## config.mk

```make
export PLATFORM = sky130hd
export DESIGN_NAME = lfsr_period_ctrl_flat
export DESIGN_NICKNAME = d
export VERILOG_FILES = /design/src/rtl/lfsr_period_ctrl_if.sv /design/src/rtl/lfsr_period_ctrl.sv /design/src/flat_wrapper.sv
export SDC_FILE = /design/constraint.sdc
export NUM_CORES = 1
export LEC_CHECK = 0
export BUFFER_PORTS_ARGS = -buffer_cell sky130_fd_sc_hd__buf_2
export CORE_MARGIN = 3
export CORE_UTILIZATION = 48
export CTS_CLUSTER_DIAMETER = 50
export DETAILED_ROUTE_END_ITERATION = 8
export GPL_ROUTABILITY_DRIVEN = 0
export PLACE_DENSITY_LB_ADDON = 0.12
export SLEW_MARGIN = 25
export SYNTH_ARGS = -nofsm -noshare
export SYNTH_HDL_FRONTEND = slang
export SYNTH_SLANG_ARGS = --single-unit
```

## constraint.sdc

```tcl
create_clock -name clk -period 2.7 [get_ports clk]
set_input_delay 0.135 -clock clk [delete_from_list [all_inputs] [get_ports clk]]
set_output_delay 0.135 -clock clk [all_outputs]
set_load 0.01 [all_outputs]
```

## src/rtl/lfsr_period_ctrl_if.sv

```systemverilog
// Host/LFSR-facing signal bundle for lfsr_period_ctrl.
// master: the sequencer and LFSR side; slave: the controller.
interface lfsr_period_ctrl_if #(
    parameter int unsigned LENGTH = 8,
    parameter int unsigned CNT_W  = 16
);
    logic              start;
    logic [LENGTH-1:0] seed;
    logic [CNT_W-1:0]  max_count;
    logic [LENGTH-1:0] lfsr_data;
    logic              lfsr_load;
    logic [LENGTH-1:0] lfsr_seed;
    logic              lfsr_enable;
    logic              busy;
    logic              done;
    logic [CNT_W-1:0]  period;
    logic              timeout;
    logic              lockup;

    modport master (
        output start, seed, max_count, lfsr_data,
        input  lfsr_load, lfsr_seed, lfsr_enable, busy, done, period, timeout, lockup
    );

    modport slave (
        input  start, seed, max_count, lfsr_data,
        output lfsr_load, lfsr_seed, lfsr_enable, busy, done, period, timeout, lockup
    );
endinterface

```

## src/rtl/lfsr_period_ctrl.sv

```systemverilog
// Loads a seed into an LFSR, steps it and measures the cycle length back to the seed.
// Optional macro LFSR_LOCKUP_DETECT_EN: terminate on the all-zero lock-up state.
module lfsr_period_ctrl #(
    parameter int unsigned LENGTH = 8,
    parameter int unsigned CNT_W  = 16
) (
    input logic               clk,
    input logic               rst,
    lfsr_period_ctrl_if.slave bus
);
    typedef enum logic [1:0] {StIdle, StLoad, StRun} state_e;

    state_e            state_q;
    logic [LENGTH-1:0] seed_q;
    logic [CNT_W-1:0]  max_q;
    logic [CNT_W-1:0]  cnt_q;
    logic [CNT_W-1:0]  period_q;
    logic              load_q;
    logic              done_q;
    logic              timeout_q;
    logic              lockup_q;

    logic zero_hit;
    logic match_hit;
    logic limit_hit;
    logic term;

    always_comb begin
        zero_hit = 1'b0;
`ifdef LFSR_LOCKUP_DETECT_EN
        zero_hit = (bus.lfsr_data == '0);
`endif
        // cnt==0 is the freshly loaded seed itself, not a return to it
        match_hit = (cnt_q != '0) && (bus.lfsr_data == seed_q);
        limit_hit = (cnt_q == max_q);
        term      = (state_q == StRun) && (zero_hit || match_hit || limit_hit);
    end

    always_ff @(posedge clk) begin
        if (rst) begin
            state_q   <= StIdle;
            seed_q    <= '0;
            max_q     <= '0;
            cnt_q     <= '0;
            period_q  <= '0;
            load_q    <= 1'b0;
            done_q    <= 1'b0;
            timeout_q <= 1'b0;
            lockup_q  <= 1'b0;
        end else begin
            load_q <= 1'b0;
            done_q <= 1'b0;
            unique case (state_q)
                StIdle: begin
                    if (bus.start) begin
                        seed_q    <= bus.seed;
                        max_q     <= bus.max_count;
                        period_q  <= '0;
                        timeout_q <= 1'b0;
                        lockup_q  <= 1'b0;
                        load_q    <= 1'b1;
                        state_q   <= StLoad;
                    end
                end
                StLoad: begin
                    cnt_q   <= '0;
                    state_q <= StRun;
                end
                StRun: begin
                    if (term) begin
                        period_q  <= cnt_q;
                        lockup_q  <= zero_hit;
                        timeout_q <= !zero_hit && !match_hit;
                        done_q    <= 1'b1;
                        state_q   <= StIdle;
                    end else begin
                        cnt_q <= cnt_q + 1'b1;
                    end
                end
                default: state_q <= StIdle;
            endcase
        end
    end

    assign bus.lfsr_load   = load_q;
    assign bus.lfsr_seed   = seed_q;
    assign bus.lfsr_enable = (state_q == StRun) && !term;
    assign bus.busy        = (state_q != StIdle);
    assign bus.done        = done_q;
    assign bus.period      = period_q;
    assign bus.timeout     = timeout_q;
    assign bus.lockup      = lockup_q;
endmodule
```

## src/flat_wrapper.sv

```systemverilog
// flat-port wrapper written by rule: the top's interface ports become plain ports
module lfsr_period_ctrl_flat 
#(
    parameter int unsigned LENGTH = 8,
    parameter int unsigned CNT_W  = 16
)
  (clk, rst, bus_start, bus_seed, bus_max_count, bus_lfsr_data, bus_lfsr_load, bus_lfsr_seed, bus_lfsr_enable, bus_busy, bus_done, bus_period, bus_timeout, bus_lockup);
  lfsr_period_ctrl_if #(.LENGTH(LENGTH), .CNT_W(CNT_W)) bus_i ();
  input logic clk;
  input logic rst;
  input wire logic [$bits(bus_i.start)-1:0] bus_start;
  input wire logic [$bits(bus_i.seed)-1:0] bus_seed;
  input wire logic [$bits(bus_i.max_count)-1:0] bus_max_count;
  input wire logic [$bits(bus_i.lfsr_data)-1:0] bus_lfsr_data;
  output wire logic [$bits(bus_i.lfsr_load)-1:0] bus_lfsr_load;
  output wire logic [$bits(bus_i.lfsr_seed)-1:0] bus_lfsr_seed;
  output wire logic [$bits(bus_i.lfsr_enable)-1:0] bus_lfsr_enable;
  output wire logic [$bits(bus_i.busy)-1:0] bus_busy;
  output wire logic [$bits(bus_i.done)-1:0] bus_done;
  output wire logic [$bits(bus_i.period)-1:0] bus_period;
  output wire logic [$bits(bus_i.timeout)-1:0] bus_timeout;
  output wire logic [$bits(bus_i.lockup)-1:0] bus_lockup;
  assign bus_i.start = bus_start;
  assign bus_i.seed = bus_seed;
  assign bus_i.max_count = bus_max_count;
  assign bus_i.lfsr_data = bus_lfsr_data;
  assign bus_lfsr_load = bus_i.lfsr_load;
  assign bus_lfsr_seed = bus_i.lfsr_seed;
  assign bus_lfsr_enable = bus_i.lfsr_enable;
  assign bus_busy = bus_i.busy;
  assign bus_done = bus_i.done;
  assign bus_period = bus_i.period;
  assign bus_timeout = bus_i.timeout;
  assign bus_lockup = bus_i.lockup;
  lfsr_period_ctrl #(.LENGTH(LENGTH), .CNT_W(CNT_W)) u_core (.clk(clk), .rst(rst), .bus(bus_i));
endmodule
```

**Yosys cells after proc, flatten, opt, wreduce, memory -nomap -nowiden**

Index checks and enable logic that the tools add are counted.

- Memories: 0
- Flip-flop bits (word level): 62
- Word-level logic and storage cells: 51
- Bits in read-only memories: 0
- Bits in latches: 0
- Input port bits: 35
- Memory bits (writable): 0

- Muxes and demuxes: 15
- $lt $le $gt $ge: 0
- Div/mod/pow operators: 0
- Shift operators: 0
- $add $sub $neg: 1
- Multiply operators: 0
- Reduce and logical (&&, ||, !) cells: 17
- Eq/ne operators: 7
- Bitwise gates (word level): 2

Operators by type and width:

| cell | count |
|---|---|
| one-hot mux 16 bit (2 select lines) | 2 |
| two-way mux 16 bit | 3 |
| adder 16 x 1 -> 16 bit, second input constant | 1 |
| equality test 16 bit | 1 |
| nonzero test 16 bit | 1 |
| equality test 8 bit | 1 |
| one-hot mux 2 bit (3 select lines) | 1 |
| AND reduction 2 bit | 3 |
| nonzero test 2 bit | 3 |
| two-way mux 1 bit | 5 |
| two-way mux 2 bit | 2 |
| inequality test 2 bit, second input constant | 2 |
| one-hot mux 1 bit (2 select lines) | 2 |
| OR reduction 2 bit | 2 |
| logical AND 1 bit | 3 |
| AND reduction 3 bit | 1 |
| equality test 2 x 1 -> 1 bit, second input constant | 1 |
| equality test 2 bit, second input constant | 1 |
| logical NOT 1 bit | 2 |
| logical NOT 2 bit | 1 |
| inequality test 2 x 1 -> 1 bit, second input constant | 1 |
| NOT 1 bit | 2 |
| logical OR 1 bit | 1 |

**Longest topological paths before layout**

- Depth in word-level cells: 6
- Depth in mapped cells: 11

**Least setup slack after synthesis**

Ideal clock, no wire load.

- Path type: reg-to-reg
- Start: register u_core.cnt_q[0]
- End: register u_core.cnt_q[8]
- Setup time: 0.058 ns
- Arrival: 1.929 ns
- Setup slack: 0.713 ns
- Cell stages (with the launch flop): 11
- Cells stage by stage: dfxtp_1 buf_2 inv_1 ha_1 nor4b_2 nand4_1 and3_1 buf_6 or4_1 a21oi_1 o21a_1

- Longest elaborated chain between the ends: 6
- Elaborated cells between the ends (all ways): 10
- Classes of those cells: add/sub: 1; eq/ne: 2; mux: 2; reduce/logical: 5

RTL lines:

| element | line | text |
|---|---|---|
| from (decl) | lfsr_period_ctrl.sv:16 | `logic [CNT_W-1:0] cnt_q;` |
| from (signal assigned) | lfsr_period_ctrl.sv:77 | `cnt_q <= cnt_q + 1'b1;` |
| parallel branches: the longest is 6 deep, another holds adder 16 x 1 -> 16 bit | n/a |  |

Several ways; the timed one is not identified. The select of a mux whose other input is x is not followed.
A chain may end at the register's enable or synchronous reset.

**Worst setup path after layout**

- Start: register u_core.cnt_q[0]
- End: output bus_lfsr_enable

- Longest elaborated chain between the ends: 6
- Elaborated cells between the ends (all ways): 7
- Classes of those cells: eq/ne: 1; reduce/logical: 6

RTL lines:

| element | line | text |
|---|---|---|
| nonzero test 16 bit | lfsr_period_ctrl.sv:34 | `match_hit = (cnt_q != '0) && (bus.lfsr_data == seed_q);` |
| logical AND 1 bit | lfsr_period_ctrl.sv:34 |  |
| logical OR 1 bit (*) | lfsr_period_ctrl.sv:36 | `term = (state_q == StRun) && (zero_hit \|\| match_hit \|\| limit_hit);` |
| logical AND 1 bit (*) | lfsr_period_ctrl.sv:36 |  |
| logical NOT 1 bit (*) | lfsr_period_ctrl.sv:87 | `assign bus.lfsr_enable = (state_q == StRun) && !term;` |
| logical AND 1 bit (*) | lfsr_period_ctrl.sv:87 |  |
| to (decl) | flat_wrapper.sv:17 | `output wire logic [$bits(bus_i.lfsr_enable)-1:0] bus_lfsr_enable;` |

Mark *: on every way between the ends. The rest lies on a longest branch, timed or not.

==> flow_summary.json <==
{
  "min_period_over_period_pct": 89.9,
  "start_util_pct": 49.7,
  "rsz0062_at_grt": "false",
  "internal_power_mw": 1.57,
  "yosysSeqAreaShare_pct": 38.5,
  "grt_pass1_vias": 2627,
  "root_buffer": "clkbuf_8",
  "synth_cell_types": 46,
  "num_rows": 29,
  "worst-path-max-fanout": 9,
  "yosysTopAreaCell": "dfxtp_1",
  "cp-start-kind": "flop",
  "power_density_mw_per_mm2": 582,
  "setup_tns_ns": 0,
  "ys.flop_type": "dfxtp_1",
  "dr.pass1.iters": 5,
  "grt.total_usage_pct": 22.2,
  "drt_iter0_markers": 231,
  "postCtsSetupRepairBufs": 0,
  "cap_violations": 0,
  "clkPwrFrac_pct": 42.7,
  "overflow": 0,
  "crit_arrival_ns": 2.29,
  "peakVddDrop_mv": 0.302,
  "syn-mean-instance-area_um2": 8.12,
  "htree_num_levels": 3,
  "ioPinCount": 65,
  "cp.required_ns": 2.57,
  "fill_cells": 609,
  "critPathCaptureType": "output port",
  "routed_wl_um": 8190,
  "drt-wirelength-per-cell_um": 15.8,
  "comb_power_share_pct": 12.5,
  "synthesis.area_mm2": 0.00317,
  "min_period_ns": 2.43,
  "power.leakage_nw": 1.54,
  "antenna_found_initial": 0,
  "die_x_um": 87.3,
  "cts_inserted_buffers": 9,
  "fmax_mhz": 412,
  "power.total_mw": 2.14,
  "cpMostUsedCell": "inv_1",
  "drive_gt1_share_pct": 22.2,
  "synth_common_cells": "62 x nand2_1, 61 x dfxtp_1, 48 x a21oi_1",
  "ys_seq_elements": 61,
  "antenna_cells": 0,
  "instances_no_fill": 519,
  "drc_errors": 0,
  "cts-resized-gates": 0,
  "async_flop_share_pct": 0,
  "outcome": "finished clean",
  "path_clk_slew_ns": 0.07,
  "grt_max_degree": 44,
  "synth_nets": 428,
  "slew_headroom_pct": 55.0,
  "grt_pass1_wl_um": 13100,
  "yosysWarnings": 0,
  "switching_share_pct": 26.9,
  "dp_cells": 503,
  "clk_latency_ns": 0.35,
  "die_h_um": 87.3,
  "hp-class": "in2reg",
  "cts_buffer_depth": 2,
  "synthTopCellsByArea": "dfxtp_1 38%, a21oi_1 7.6%, nand2_1 7.3%, xor2_1 6.6%, nand3b_1 4.5%",
  "dieArea_mm2": 0.00762,
  "synth_top_cell_area_share_pct": 38.5,
  "clock_skew_ns": 0.00865,
  "yosysMostFrequentCell": "nand2_1",
  "numPortBuffers": 63,
  "ant_nets": 0,
  "worst_slew_pin_slew_ns": 0.673,
  "postCtsHoldBufs": 0,
  "setup_violations": 0,
  "power_frac_seq_pct": 44.8,
  "synth_edf_count": 0,
  "p_sw_mw": 0.576,
  "cts.sinks": 61,
  "cpPeakStageDelay_ns": 0.41,
  "syn_to_final_growth_pct": 16.0,
  "synth_cells": 391,
  "worstSetupPathType": "reg2out",
  "cts_tree": "done",
  "vias_per_cell": 5.79,
  "post-dp-hpwl_um": 5620,
  "core-area_mm2": 0.00639,
  "worstPathCellList": "inv_1 -> ha_1 -> nor4b_2 -> nand4_1 -> and3_1 -> nor2_1 -> nand2_1 -> inv_1 -> buf_2",
  "fin_nets": 474,
  "num_vias": 3003,
  "finalMaxSlewViolations": 0,
  "hold_viol": 0,
  "worst_path_max_delay_cell": "dfxtp_1"
}
==> logic make-up after synthesis <==
logic type	synth area share (%)
AND/OR/NAND/NOR	30.8
AO/OA/AOI/OAI	14.8
other	0.118
flip-flops	38.5
buffers and inverters	8.08
adder cells (fa/ha/maj)	0.788
XOR/XNOR	6.62
multiplexers	0.315
==> metrics by stage <==
step	instance area, um2	hold slack [ns]	util, %	setup slack (ns)
2_1_floorplan	3170	0.271	-	0.713
3_3_place_gp	3460	0.375	54.2	0.499
3_5_place_dp	3460	0.381	54.2	0.404
4_1_cts	3680	0.00751	57.7	0.273
5_1_grt	3680	0.0185	57.7	0.0754
6_report	3680	0.0160	57.7	0.272
==> power groups by stage <==
stage | combinational [mW] | sequential [mW] | clock (mW)
after floorplan | 0.190 | 0.972 | 0
after global placement | 0.266 | 0.979 | 0
after detailed placement | 0.268 | 0.980 | 0
after CTS | 0.269 | 0.959 | 0.934
after global routing | 0.301 | 0.963 | 0.975
final | 0.268 | 0.960 | 0.916
==> cells in the final DEF (no fill, tap or decap), drive strengths merged, types with 2 or more instances in the layout <==
cell / instances
and3: 5
a21oi: 48
o311a: 2
and4: 4
nand4: 22
buf: 75
o211ai: 5
nand2: 63
xor2: 24
nor4: 9
bufinv: 2
a31oi: 9
clkinv: 4
and2: 3
nor2: 8
nand4b: 4
or4: 6
nand2b: 2
nor3: 6
dfxtp: 61
or3: 3
ha: 2
nand3: 13
nand3b: 19
o32ai: 3
nor2b: 5
inv: 6
clkbuf: 10
o21ai: 7
==> state kept, by name, indices dropped and copies added (netlist names) <==
signal / flops
u_core.max_q: 16
u_core.bus.lfsr_load: 1
u_core.state_q: 2
u_core.bus.lfsr_seed: 8
u_core.bus.timeout: 1
u_core.bus.period: 16
u_core.cnt_q: 16
u_core.bus.done: 1
==> path summary, 6_finish.rpt <==
path	slack [ns]	from	endpoint	cells after the start
setup / recovery	0.27	u_core.cnt_q[0]	bus_lfsr_enable	9
hold / removal	0.02	bus_seed[3]	u_core.bus.lfsr_seed[3]	3
setup reg to reg	0.32	u_core.cnt_q[0]	u_core.cnt_q[12]	8
hold reg to reg	0.47	u_core.max_q[15]	u_core.max_q[15]	2
==> critical path: cells and delay by family (launching register included) <==
kind	cells	cell delay (ns)
adder cells (fa/ha/maj)	1	0.13
buffers and inverters	3	0.29
flip-flops	1	0.41
AND/OR/NAND/NOR	5	1.11
==> layer usage <==
metal / vias up / part of all wire (%) / global-route usage [%] / wire [um]
li1: 1482 / - / - / -
met1: 1391 / 45 / 30.7 / 3700
met2: 113 / 46 / 31.8 / 3780
met3: 17 / 6.4 / 5.58 / 527
met4: 0 / 2.2 / 10.9 / 182
met5: - / 0 / 0 / 0
==> final cells by class <==
cell class	count	area, um2	area share, %
Clock buffer	10	138	3.74
Clock inverter	6	86.3	2.34
Inverter	7	26.3	0.714
Multi-Input combinational cell	283	1700	46.1
Sequential cell	61	1220	33.2
Tap cell	77	96.3	2.62
Timing Repair Buffer	75	418	11.3
No activity file was read; power rests on OpenSTA's default activity.
